[src/rtl/adc_serial_multich_capture.sv]
// Multi-channel serial ADC capture: one shared SCLK/CS_n, one frame per channel per
// conversion, results buffered in a first-word-fall-through sample FIFO with level irq.
module adc_serial_multich_capture #(
  parameter int unsigned NUM_CH     = 4,
  parameter int unsigned FRAME_BITS = 16,
  parameter int unsigned DATA_BITS  = 12,
  parameter int unsigned FIFO_DEPTH = 16,
  parameter int unsigned QUIET_CLKS = 5,
  parameter int unsigned CLKDIV_W   = 8,
  parameter int unsigned CNT_W      = 12
) (
  input  logic                          SysClk,
  input  logic                          RST_n,
  input  logic                          cfg_enable,
  input  logic [CLKDIV_W-1:0]           cfg_clkdiv,
  input  logic [CNT_W-1:0]              cfg_conv_count,
  input  logic                          start,
  input  logic                          stop,
  input  logic [NUM_CH-1:0]             miso,
  output logic                          sclk,
  output logic                          cs_n,
  input  logic                          fifo_rd,
  output logic [NUM_CH*DATA_BITS-1:0]   fifo_rdata,
  output logic                          fifo_empty,
  output logic [$clog2(FIFO_DEPTH):0]   fifo_level,
  input  logic                          irq_en,
  input  logic [$clog2(FIFO_DEPTH):0]   irq_threshold,
  input  logic                          irq_clr,
  output logic                          irq,
  output logic                          busy,
  output logic                          done,
  output logic                          overflow,
  output logic [CNT_W-1:0]              conv_index
);

  localparam int unsigned AW = $clog2(FIFO_DEPTH);
  localparam int unsigned LW = AW + 1;
  localparam int unsigned SW = NUM_CH * DATA_BITS;
  localparam int unsigned BW = $clog2(FRAME_BITS + 1);
  localparam int unsigned QW = (QUIET_CLKS > 1) ? $clog2(QUIET_CLKS) : 1;
  localparam logic [BW-1:0] BIT_LAST   = BW'(FRAME_BITS);
  localparam logic [QW-1:0] QUIET_LAST = QW'(QUIET_CLKS - 1);
  localparam logic [LW-1:0] DEPTH      = LW'(FIFO_DEPTH);

  typedef enum logic [1:0] {IDLE, START, SHIFT, QUIET} state_e;

  state_e               state_q, state_d;
  logic [CLKDIV_W-1:0]  div_q, div_d, clkdiv_q, clkdiv_d;
  logic [BW-1:0]        bit_q, bit_d;
  logic [QW-1:0]        qcnt_q, qcnt_d;
  logic [DATA_BITS-1:0] sr_q [NUM_CH];
  logic [DATA_BITS-1:0] sr_d [NUM_CH];
  logic [CNT_W-1:0]     count_q, count_d, conv_q, conv_d;
  logic                 stop_q, stop_d, sclk_q, sclk_d, done_q, done_d, ovf_q, ovf_d;
  logic [SW-1:0]        mem_q [FIFO_DEPTH];
  logic [SW-1:0]        mem_d [FIFO_DEPTH];
  logic [AW-1:0]        wr_q, wr_d, rd_q, rd_d;
  logic [LW-1:0]        level_q, level_d;
  logic                 push_req, done_set, shift_en, pop, push_ok, full;
  logic [SW-1:0]        push_data;

  always_ff @(posedge SysClk or negedge RST_n) begin
    if (!RST_n) begin
      state_q  <= IDLE;
      div_q    <= '0;
      clkdiv_q <= '0;
      bit_q    <= '0;
      qcnt_q   <= '0;
      sr_q     <= '{default: '0};
      count_q  <= '0;
      conv_q   <= '0;
      stop_q   <= 1'b0;
      sclk_q   <= 1'b0;
      done_q   <= 1'b0;
      ovf_q    <= 1'b0;
      mem_q    <= '{default: '0};
      wr_q     <= '0;
      rd_q     <= '0;
      level_q  <= '0;
    end else begin
      state_q  <= state_d;
      div_q    <= div_d;
      clkdiv_q <= clkdiv_d;
      bit_q    <= bit_d;
      qcnt_q   <= qcnt_d;
      sr_q     <= sr_d;
      count_q  <= count_d;
      conv_q   <= conv_d;
      stop_q   <= stop_d;
      sclk_q   <= sclk_d;
      done_q   <= done_d;
      ovf_q    <= ovf_d;
      mem_q    <= mem_d;
      wr_q     <= wr_d;
      rd_q     <= rd_d;
      level_q  <= level_d;
    end
  end

  always_comb begin
    state_d  = state_q;
    div_d    = div_q;
    clkdiv_d = clkdiv_q;
    bit_d    = bit_q;
    qcnt_d   = qcnt_q;
    sr_d     = sr_q;
    count_d  = count_q;
    conv_d   = conv_q;
    sclk_d   = sclk_q;
    stop_d   = stop_q | (stop && (state_q != IDLE));
    push_req = 1'b0;
    done_set = 1'b0;
    shift_en = 1'b0;

    case (state_q)
      IDLE: begin
        if (start && cfg_enable) begin
          state_d  = START;
          clkdiv_d = cfg_clkdiv;
          count_d  = cfg_conv_count;
          conv_d   = '0;
          sr_d     = '{default: '0};
          div_d    = '0;
          bit_d    = '0;
        end
      end
      START: begin
        if (div_q == clkdiv_q) begin
          div_d    = '0;
          sclk_d   = 1'b1;
          shift_en = 1'b1;
          bit_d    = BW'(1);
          state_d  = SHIFT;
        end else begin
          div_d = div_q + CLKDIV_W'(1);
        end
      end
      SHIFT: begin
        if (div_q == clkdiv_q) begin
          div_d = '0;
          if (sclk_q) begin
            sclk_d = 1'b0;
            if (bit_q == BIT_LAST) begin
              state_d  = QUIET;
              qcnt_d   = '0;
              push_req = 1'b1;
              conv_d   = conv_q + CNT_W'(1);
            end
          end else begin
            sclk_d   = 1'b1;
            shift_en = 1'b1;
            bit_d    = bit_q + BW'(1);
          end
        end else begin
          div_d = div_q + CLKDIV_W'(1);
        end
      end
      QUIET: begin
        if (qcnt_q == QUIET_LAST) begin
          if (stop_q || stop) begin
            state_d = IDLE;
          end else if ((count_q != '0) && (conv_q == count_q)) begin
            state_d  = IDLE;
            done_set = 1'b1;
          end else begin
            state_d = START;
            div_d   = '0;
          end
        end else begin
          qcnt_d = qcnt_q + QW'(1);
        end
      end
      default: state_d = IDLE;
    endcase

    // Disable overrides whatever the sequencer decided this cycle, including a pending push.
    if (!cfg_enable && (state_q != IDLE)) begin
      state_d  = IDLE;
      sclk_d   = 1'b0;
      div_d    = '0;
      bit_d    = '0;
      qcnt_d   = '0;
      conv_d   = conv_q;
      push_req = 1'b0;
      done_set = 1'b0;
      shift_en = 1'b0;
    end
    if (state_d == IDLE) stop_d = 1'b0;

    if (shift_en) begin
      for (int unsigned k = 0; k < NUM_CH; k++) sr_d[k] = DATA_BITS'({sr_q[k], miso[k]});
    end
    for (int unsigned k = 0; k < NUM_CH; k++) push_data[k*DATA_BITS +: DATA_BITS] = sr_q[k];

    // A pop in the push cycle frees the slot, so a full FIFO can still accept.
    full    = (level_q == DEPTH);
    pop     = fifo_rd && (level_q != '0);
    push_ok = push_req && (!full || pop);
    mem_d   = mem_q;
    if (push_ok) mem_d[wr_q] = push_data;
    wr_d    = push_ok ? wr_q + AW'(1) : wr_q;
    rd_d    = pop ? rd_q + AW'(1) : rd_q;
    level_d = level_q;
    if (push_ok && !pop) level_d = level_q + LW'(1);
    if (!push_ok && pop) level_d = level_q - LW'(1);

    done_d = done_q;
    if (irq_clr) done_d = 1'b0;
    if (done_set) done_d = 1'b1;
    ovf_d = ovf_q;
    if (irq_clr) ovf_d = 1'b0;
    if (push_req && !push_ok) ovf_d = 1'b1;
  end

  always_comb begin
    cs_n       = !((state_q == START) || (state_q == SHIFT));
    sclk       = sclk_q;
    busy       = (state_q != IDLE);
    fifo_empty = (level_q == '0);
    fifo_level = level_q;
    fifo_rdata = fifo_empty ? '0 : mem_q[rd_q];
    done       = done_q;
    overflow   = ovf_q;
    conv_index = conv_q;
    irq        = irq_en && (((irq_threshold != '0) && (level_q >= irq_threshold)) || done_q || ovf_q);
  end

endmodule
[config.mk]
export PLATFORM = sky130hd
export DESIGN_NAME = adc_serial_multich_capture
export DESIGN_NICKNAME = d
export VERILOG_FILES = /design/src/rtl/adc_serial_multich_capture.sv
export SDC_FILE = /design/constraint.sdc
export NUM_CORES = 1
export LEC_CHECK = 0
export ABC_AREA = 1
export CORE_MARGIN = 8
export CORE_UTILIZATION = 45
export CTS_CLUSTER_DIAMETER = 60
export DETAILED_ROUTE_END_ITERATION = 10
export PLACE_DENSITY = 0.73
export SLEW_MARGIN = 20
export SYNTH_ARGS = -nofsm -noshare
export SYNTH_HDL_FRONTEND = slang
export SYNTH_SLANG_ARGS = --single-unit
[constraint.sdc]
create_clock -name SysClk -period 3.35 [get_ports SysClk]
set_clock_uncertainty 0.15 [all_clocks]
set_input_delay 0.67 -clock SysClk [delete_from_list [all_inputs] [get_ports SysClk]]
set_output_delay 0.67 -clock SysClk [all_outputs]
set_load 0.05 [all_outputs]
* Word-level counts from Yosys, hierarchy flattened
Index checks and enable logic that the tools add are counted.
** Word-level totals
- Register bits :: 883
** Operators by class
- Bitwise operators :: 4
- Reductions and logical operators :: 46
- Add/subtract/negate cells :: 8
- Mux-type cells :: 69
- Eq/ne operators :: 22
- Magnitude comparators :: 4
** Operators with widths (count)
- bitwise mux 768 bit :: 1
- two-way mux 48 bit :: 7
- binary-select mux 48 bit (select 4 bit) :: 1
- demux 48 bit (select 4 bit) :: 1
- two-way mux 12 bit :: 4
- two-way mux 8 bit :: 6
- two-way mux 5 bit :: 7
- inequality test 3 bit, second input constant :: 10
- one-hot mux 12 bit (2 select lines) :: 1
- one-hot mux 8 bit (3 select lines) :: 1
- two-way mux 1 bit :: 23
- two-way mux 3 bit :: 5
- one-hot mux 5 bit (3 select lines) :: 1
- two-way mux 2 bit :: 7
- nonzero test 2 bit :: 7
- adder 12 x 1 -> 12 bit, second input constant :: 1
- == test 12 bit :: 1
- logical AND 1 bit :: 12
- nonzero test 12 bit :: 1
- adder 5 x 1 -> 5 bit, second input constant :: 2
- == test 5 bit, second input constant :: 2
- greater-or-equal comparator 5 bit, second input constant :: 2
- NOT 4 -> 5 bit :: 2
- AND reduction 5 bit :: 2
- 28 further kinds :: 46

* Logic depth before layout (Yosys ltp)
Gate-level depths: netlist (run 1).
- Depth in word-level cells :: 10
- Mapped depth :: 18
- Gate-level depth less buffers :: 18

* Worst setup path before layout (run 1)
Ideal clock, no wire load.
- Path kind :: register to output
- Start :: reg level_q[0] (netlist: fifo_level[0])
- End :: out irq
- Stages on the path, launching flop included :: 11
- Data arrival time :: 2639 ps
- Path buffers :: 0
- Path slack :: -109 ps
- Required time :: 2530 ps
- Cell sequence :: dfrtp_1 -> inv_1 -> ha_1 -> inv_1 -> nand2_1 -> a21oi_1 -> o21bai_1 -> a21oi_1 -> o21bai_1 -> nand2_1 -> a21boi_0
** On the way
- Cells in the longest elaborated chain, start to end :: 5
** Ends and longest elaborated chain
- start, declared :: line 58 : logic [LW-1:0] level_q, level_d;
- start signal, assigned :: line 96 : level_q <= level_d;
- greater-or-equal comparator 5 bit :: line 225 : irq = irq_en && (((irq_threshold != '0) && (level_q >= irq_threshold)) || done_q || ovf_q);
- logical AND 1 bit :: line 225
- logical OR 1 bit (2 in series) :: line 225
- logical AND 1 bit :: line 225
- end, declared :: line 29 : output logic irq,
Every way passes these cells.

* Final worst setup path (run 1)
- Start :: reg rd_q[0]
- End :: out fifo_rdata[4]
** On the way
- Cells in the longest elaborated chain, start to end :: 5
** Ends and longest elaborated chain
- start, declared :: line 57 : logic [AW-1:0] wr_q, wr_d, rd_q, rd_d;
- start signal, assigned :: line 95 : rd_q <= rd_d;
- NOT 4 -> 5 bit (not written as such) :: line 221 : fifo_rdata = fifo_empty ? '0 : mem_q[rd_q];
- binary-select mux 48 bit (select 4 bit) :: line 221
- two-way mux 48 bit (not written as such) (2 in series) :: line 221
- two-way mux 48 bit :: line 221
- end, declared :: line 23 : output logic [NUM_CH*DATA_BITS-1:0] fifo_rdata,
Every way passes these cells. The select of a mux whose other input is x is not followed.

==> metrics, run 1 <==
status=finished, violations left; failing checks=setup timing; CTS Buffer Depth=3; Unique masters post-synth=38; Synth top area share=55.8%; Top Ports=109; Peak supply drop=approximately 0.65 mV; Max-cap violations=0; DRT iter0 DRCs=4597; worst slew pin tran=726 ps; critical path, cell by cell=buf_12, clkinv_16, buf_12, buf_16, o21ai_0, o221ai_1, nand3_1, a21oi_1, buf_4, buf_12; worst reg2reg path startpoint=bit_q[0]; top cell type by total area after synthesis=dfrtp_1; cells on worst reg2reg path=15; critical path's most frequent cell=buf_12; Setup violations, final=48; Reg clk slew, reported paths=60 ps; max-slew violation count=0; initial core utilization=45.1%; post-synthesis cell count=4563; initial antenna violation count=5; Final Hold Fails=0; final core occ=55.8%; DR vias=~36k; Synth warnings=0; crit-path max FO=7; vias in the first global route=33.6k; pre-CTS setup slack=between 100 and 150 ps; worst-skew pair later-pin latency=around 700 ps; total nets after synthesis=4623; Worst Path Arrival=about 2700 ps; Slew headroom=~51%; fraction of layout cells with a size suffix above 1=12.4%; Synth-to-Final Area Change=23.6%; final critical-path share of the clock period=106%; capturing point of the worst reg2reg path=fifo_level[4]; min cycle time layout=3550 ps; Max Freq=282 MHz; crit-path max cell delay=530 ps; gp weighted congestion=0.862; Hold Path Class=flop to flop; Seq/Total Area, Yosys=55.8%; pwr dens=between 900 and 1000 nW/µm²; core area=87800 µm²; Tot GR Track Use=23.9%; largest cells by area after synthesis=dfrtp_1, o21ai_0, nand2_1, o21ai_1, nor2_1; die height=313 µm; reg2reg setup slack=360 ps; DIE AREA=97800 µm²; final worst setup slack=-202 ps; WS Path Type=flop to output pin; Worst Hold Depth=2; min-delay src=mem_q[483]; most common cell in the netlist=nand2_1; CTS root buffer=clkbuf_16; Detailed Routing Iterations Pass 1=8; synthesized area=39600 µm²; leakage power=roughly 21 nW; Top FF cell, synth=dfrtp_1; Hold EP=mem_q[483]; RSZ-0062 raised after global routing=true; largest net degree at the start of global routing=between 90 and 100; DRC Markers=0; Critical Path Sink Type=output pin; Crit path required time=2530 ps; row count=109; H-tree levels=3; HPWL after DPL=62000 µm; die width=313 µm; WL/cell=22.2 µm; PortBufs=108; total grt overflow=0; first-pass GRT wire length=between 150000 and 200000 µm; top cells by count, synth=nand2_1, dfrtp_1, o21ai_0; number of clock sinks=883; synthesized flop and latch total=883; Via-to-Cell Ratio=6.04; TritonCTS buffer count=98; Worst path slowest cell=dfrtp_4; number of flops mapped to enable cells by yosys=0; number of fill cells=7397; antenna viol nets, final=0; Avg Cell Area, Syn=between 8 and 9 µm²; CTS tree=done; Synth async-reset ratio=between 90% and 100%; layout net count=4695; WL final=130000 µm; Critical Path Source Type=flop
-- cell type report --
type                       instances  area [µm²]  share of cell area (%)
multi-input combinational       3155       15600                    31.9
clock inverter                    40         613                    1.25
sequential                       883       22100                    45.1
clock buffer                     139        2760                    5.63
timing repair inverter             3        55.1                   0.112
timing repair buffer             361        5820                    11.9
antenna                            3        7.51                  0.0153
inverter                         133         542                    1.11
tap                             1165        1460                    2.97
-- state kept, by name, summed over array words and instances, names as in the netlist, 2 cells and up --
register,cells
wr_q,4
qcnt_q,3
conv_index,12
fifo_level,5
bit_q,5
clkdiv_q,8
push_data,48
count_q,12
rd_q,4
mem_q,768
state_q,2
div_q,8
-- layer usage --
metal	GRT usage (%)	part of all wire (%)	vias up	wire length, µm
met1	32.4	39	17245	50700
met3	3.62	10	451	13400
met5	0	0	-	0
met4	9.04	4.5	0	5860
li1	-	-	15730	-
met2	38.8	46	2125	60400
-- worst max-delay path, delay by kind of cell (launching register included) --
| kind | cells | cell delay, ps |
|---|---|---|
| buf+inv | 6 | 830 |
| flops | 1 | 530 |
| compound gates | 3 | 490 |
| simple gates | 1 | 180 |
-- placed cells by master (no fill, tap or decap), types with 27 or more instances in the layout --
cell and n:
o221ai_1 147, buf_12 120, o21ai_0 708, clkbuf_16 138
clkbuf_1 27, o21ai_1 491, nand2_1 923, o22ai_1 82
dfrtp_1 878, nor2_1 464, inv_1 124, buf_4 82
clkdlybuf4s50_1 55, buf_16 32, a21oi_2 38, nand3_1 118
-- kinds of logic after synthesis --
family                     share of synthesized area (%)
xor gates and xnor gates                           0.638
adders and majority gates                          0.726
buffers and inverters                               5.96
AOI/OAI and AO/OA                                   21.1
and+or+nand+nor                                     15.8
DFF                                                 55.8
-- power by group --
part	switching, mW	internal (mW)
clock	4.66	6.57
sequential	0.346	10.9
combinational	12.7	9.15
total	17.7	26.6
-- how the worst max path moves through the flow --
stage,startpoint,end,slack (ps),depth (start not counted)
2_1_floorplan,rd_q[0],fifo_rdata[46],90,9
3_3_place_gp,fifo_rd,fifo_level[4],110,14
3_5_place_dp,fifo_rd,fifo_level[4],130,14
4_1_cts,rd_q[0],fifo_rdata[38],-180,10
5_1_grt,rd_q[0],fifo_rdata[22],-250,9
6_report,rd_q[0],fifo_rdata[4],-200,10
-- stage by stage --
stage	hold WS [ps]	setup TNS, ps	power (mW)	instances	cell area (µm²)
3_5_place_dp	318	0	28.0	5586	42800
6_report	331	-4230	44.3	5882	49000
3_3_place_gp	311	0	27.9	5586	42800
4_1_cts	332	-5930	41.2	5811	47300
2_1_floorplan	224	0	20.7	4563	39600
5_1_grt	344	-7840	45.9	5882	49000
-- timing repair --
| item | in CTS | in global routing |
|---|---|---|
| endpoints found under the setup margin | 50 | 49 |
| cloned | 20 | 51 |
| hold endpoints to repair | 44 | 0 |
| pin swaps | 18 | 103 |
| resized for setup | 93 | 172 |
| setup buffers | 25 | 23 |
| hold buffers | 1 | 0 |
(Power assumes the default switching activity.)
==> run 2: changes to the inputs <==
--- a/config.mk
+++ b/config.mk
@@ -13,3 +13,2 @@
 export PLACE_DENSITY = 0.73
-export SLEW_MARGIN = 20
 export SYNTH_ARGS = -nofsm -noshare
--- a/constraint.sdc
+++ b/constraint.sdc
@@ -4,2 +4,2 @@
 set_output_delay 0.67 -clock SysClk [all_outputs]
-set_load 0.05 [all_outputs]
+set_load 0.1 [all_outputs]
==> metrics, run 2 (synthesized netlist as in run 1, its figures left out) <==
final critical-path share of the clock period=107%; DR vias=about 34k; layout net count=4617; Tot GR Track Use=23.0%; Critical Path Source Type=flop; antenna viol nets, final=0; gp weighted congestion=0.828; CP delay by family, top=buffers and inverters; Max Freq=280 MHz; worst reg2reg path startpoint=bit_q[0]; vias in the first global route=32.9k; initial antenna violation count=1; Crit path required time=2530 ps; pwr dens=943 nW/µm²; CTS Buffer Depth=3; Setup violations, final=48; Hold WS=329 ps; capturing point of the worst reg2reg path=mem_q[550]; number of clock sinks=between 800 and 900; placed instance area=between 40000 and 50000 µm²; final worst setup slack=-224 ps; reg2reg setup slack=440 ps; total power=~46 mW; HPWL after DPL=approximately 62000 µm; most frequent cells in the layout=nand2_1, dfrtp_1, o21ai_0; CTS tree=done; DRC Markers=0; Detailed Routing Iterations Pass 1=6; final core occ=a little under three fifths; initial core utilization=a little under half; crit-path max FO=6; leakage power=20.5 nW; H-tree levels=3; setup TNS=-7060 ps; Peak supply drop=1.16 mV; Critical Path Sink Type=output pin; Critical path buffers and inverters=8; Top Ports=~110; WS Path Type=flop to output pin; min cycle time layout=between 3000 and 4000 ps; Max-cap violations=0; Synth-to-Final Area Change=21.9%; first-pass GRT wire length=around 180000 µm; status=finished, violations left; row count=109; TritonCTS buffer count=97; most common cell after layout, fill and taps aside=nand2_1; CTS root buffer=clkbuf_16; DRT iter0 DRCs=3177; cells on worst reg2reg path=12; WL/cell=20.8 µm; Biggest register=mem_q; Reg clk slew, reported paths=60 ps; crit-path max cell delay=about 500 ps; WL final=121000 µm; die width=313 µm; worst slew pin tran=763 ps; die height=313 µm; core area=87800 µm²; failing checks=setup timing; Worst path slowest cell=dfrtp_4; largest net degree at the start of global routing=123; DIE AREA=97800 µm²; Final Hold Fails=0; fraction of layout cells with a size suffix above 1=12.9%; PortBufs=108; total grt overflow=0; Via-to-Cell Ratio=~5.9; max FFs per register=768; RSZ-0062 raised after global routing=true; Worst Path Arrival=~2800 ps; Final Cell Area=48300 µm²; worst-skew pair later-pin latency=680 ps; max-slew violation count=0; Slew headroom=49.1%; critical path, cell by cell=buf_12, inv_16, buf_16, buf_6, buf_16, buf_8, buf_6, nor2_2, o221ai_2, nand3_2, a21oi_4, buf_12; Hold Path Class=input pin to async pin
run 2: cell types whose count changed in the layout (fill, tap and decap cells not counted), sizes merged, moves of 2 or more:
cell,delta
clkbuf,-16
buf,-35
clkdlybuf4s50,-20
dlygate4sd2,-2
diode,-2
run 2: per-stage QoR:
step | cells | worst slack, ps
2_1_floorplan | 4563 | -48.8
3_3_place_gp | 5554 | 204
3_5_place_dp | 5554 | 217
4_1_cts | 5764 | -233
5_1_grt | 5805 | -331
6_report | 5805 | -224
run 2: worst max path at each step:
stage | start | end | slack (ps) | cells past startpoint
finish | rd_q[0] | fifo_rdata[25] | -220 | 12
global route | rd_q[0] | fifo_rdata[25] | -330 | 12
CTS | rd_q[0] | fifo_rdata[24] | -230 | 9
detailed placement | fifo_rd | fifo_level[4] | 220 | 14
global placement | cfg_enable | fifo_level[4] | 200 | 14
floorplan | rd_q[0] | fifo_rdata[47] | -50 | 9
run 2: timing repair:
action                                  4_1_cts  5_1_grt
gates cloned                                 12       26
buffers inserted                             16       19
gates resized for setup                      85      189
endpoints found under the setup margin       48       48
hold endpoints to repair                     21        0
pin swaps                                    23      115
hold buffers                                  1        0
run 2: worst register-to-register path: stages (launching register included):
cell     delay [ps]
dfrtp_1         410
inv_1            90
ha_1            160
nand4_1         170
nor2_1          330
nand4_4         140
buf_4           190
inv_2            70
buf_12          180
nand3_4         360
buf_12          350
nand2_1          90
o21ai_1          60
run 2: routing by layer:
layer	GRT usage, %	vias to the layer above	wire (µm)
met1	30.6	16773	49300
met3	4.37	312	10200
li1	-	15543	-
met2	37.4	1511	56200
met5	0	-	0
met4	8.74	0	4820
run 2: cell type report:
type	count	area [µm²]
Fill cell	7531	39500
Tap cell	1165	1460
Multi-Input combinational cell	3155	16200
Sequential cell	883	22100
Timing Repair inverter	1	16.3
Clock inverter	41	571
Inverter	133	533
Antenna cell	1	2.50
Clock buffer	140	2820
Timing Repair Buffer	286	4630
run 2: power breakdown:
| part | internal [mW] | total [mW] | switching, mW |
|---|---|---|---|
| clock | 6.61 | 11.2 | 4.61 |
| sequential | 10.9 | 11.2 | 0.287 |
| combinational | 8.21 | 23.1 | 14.9 |
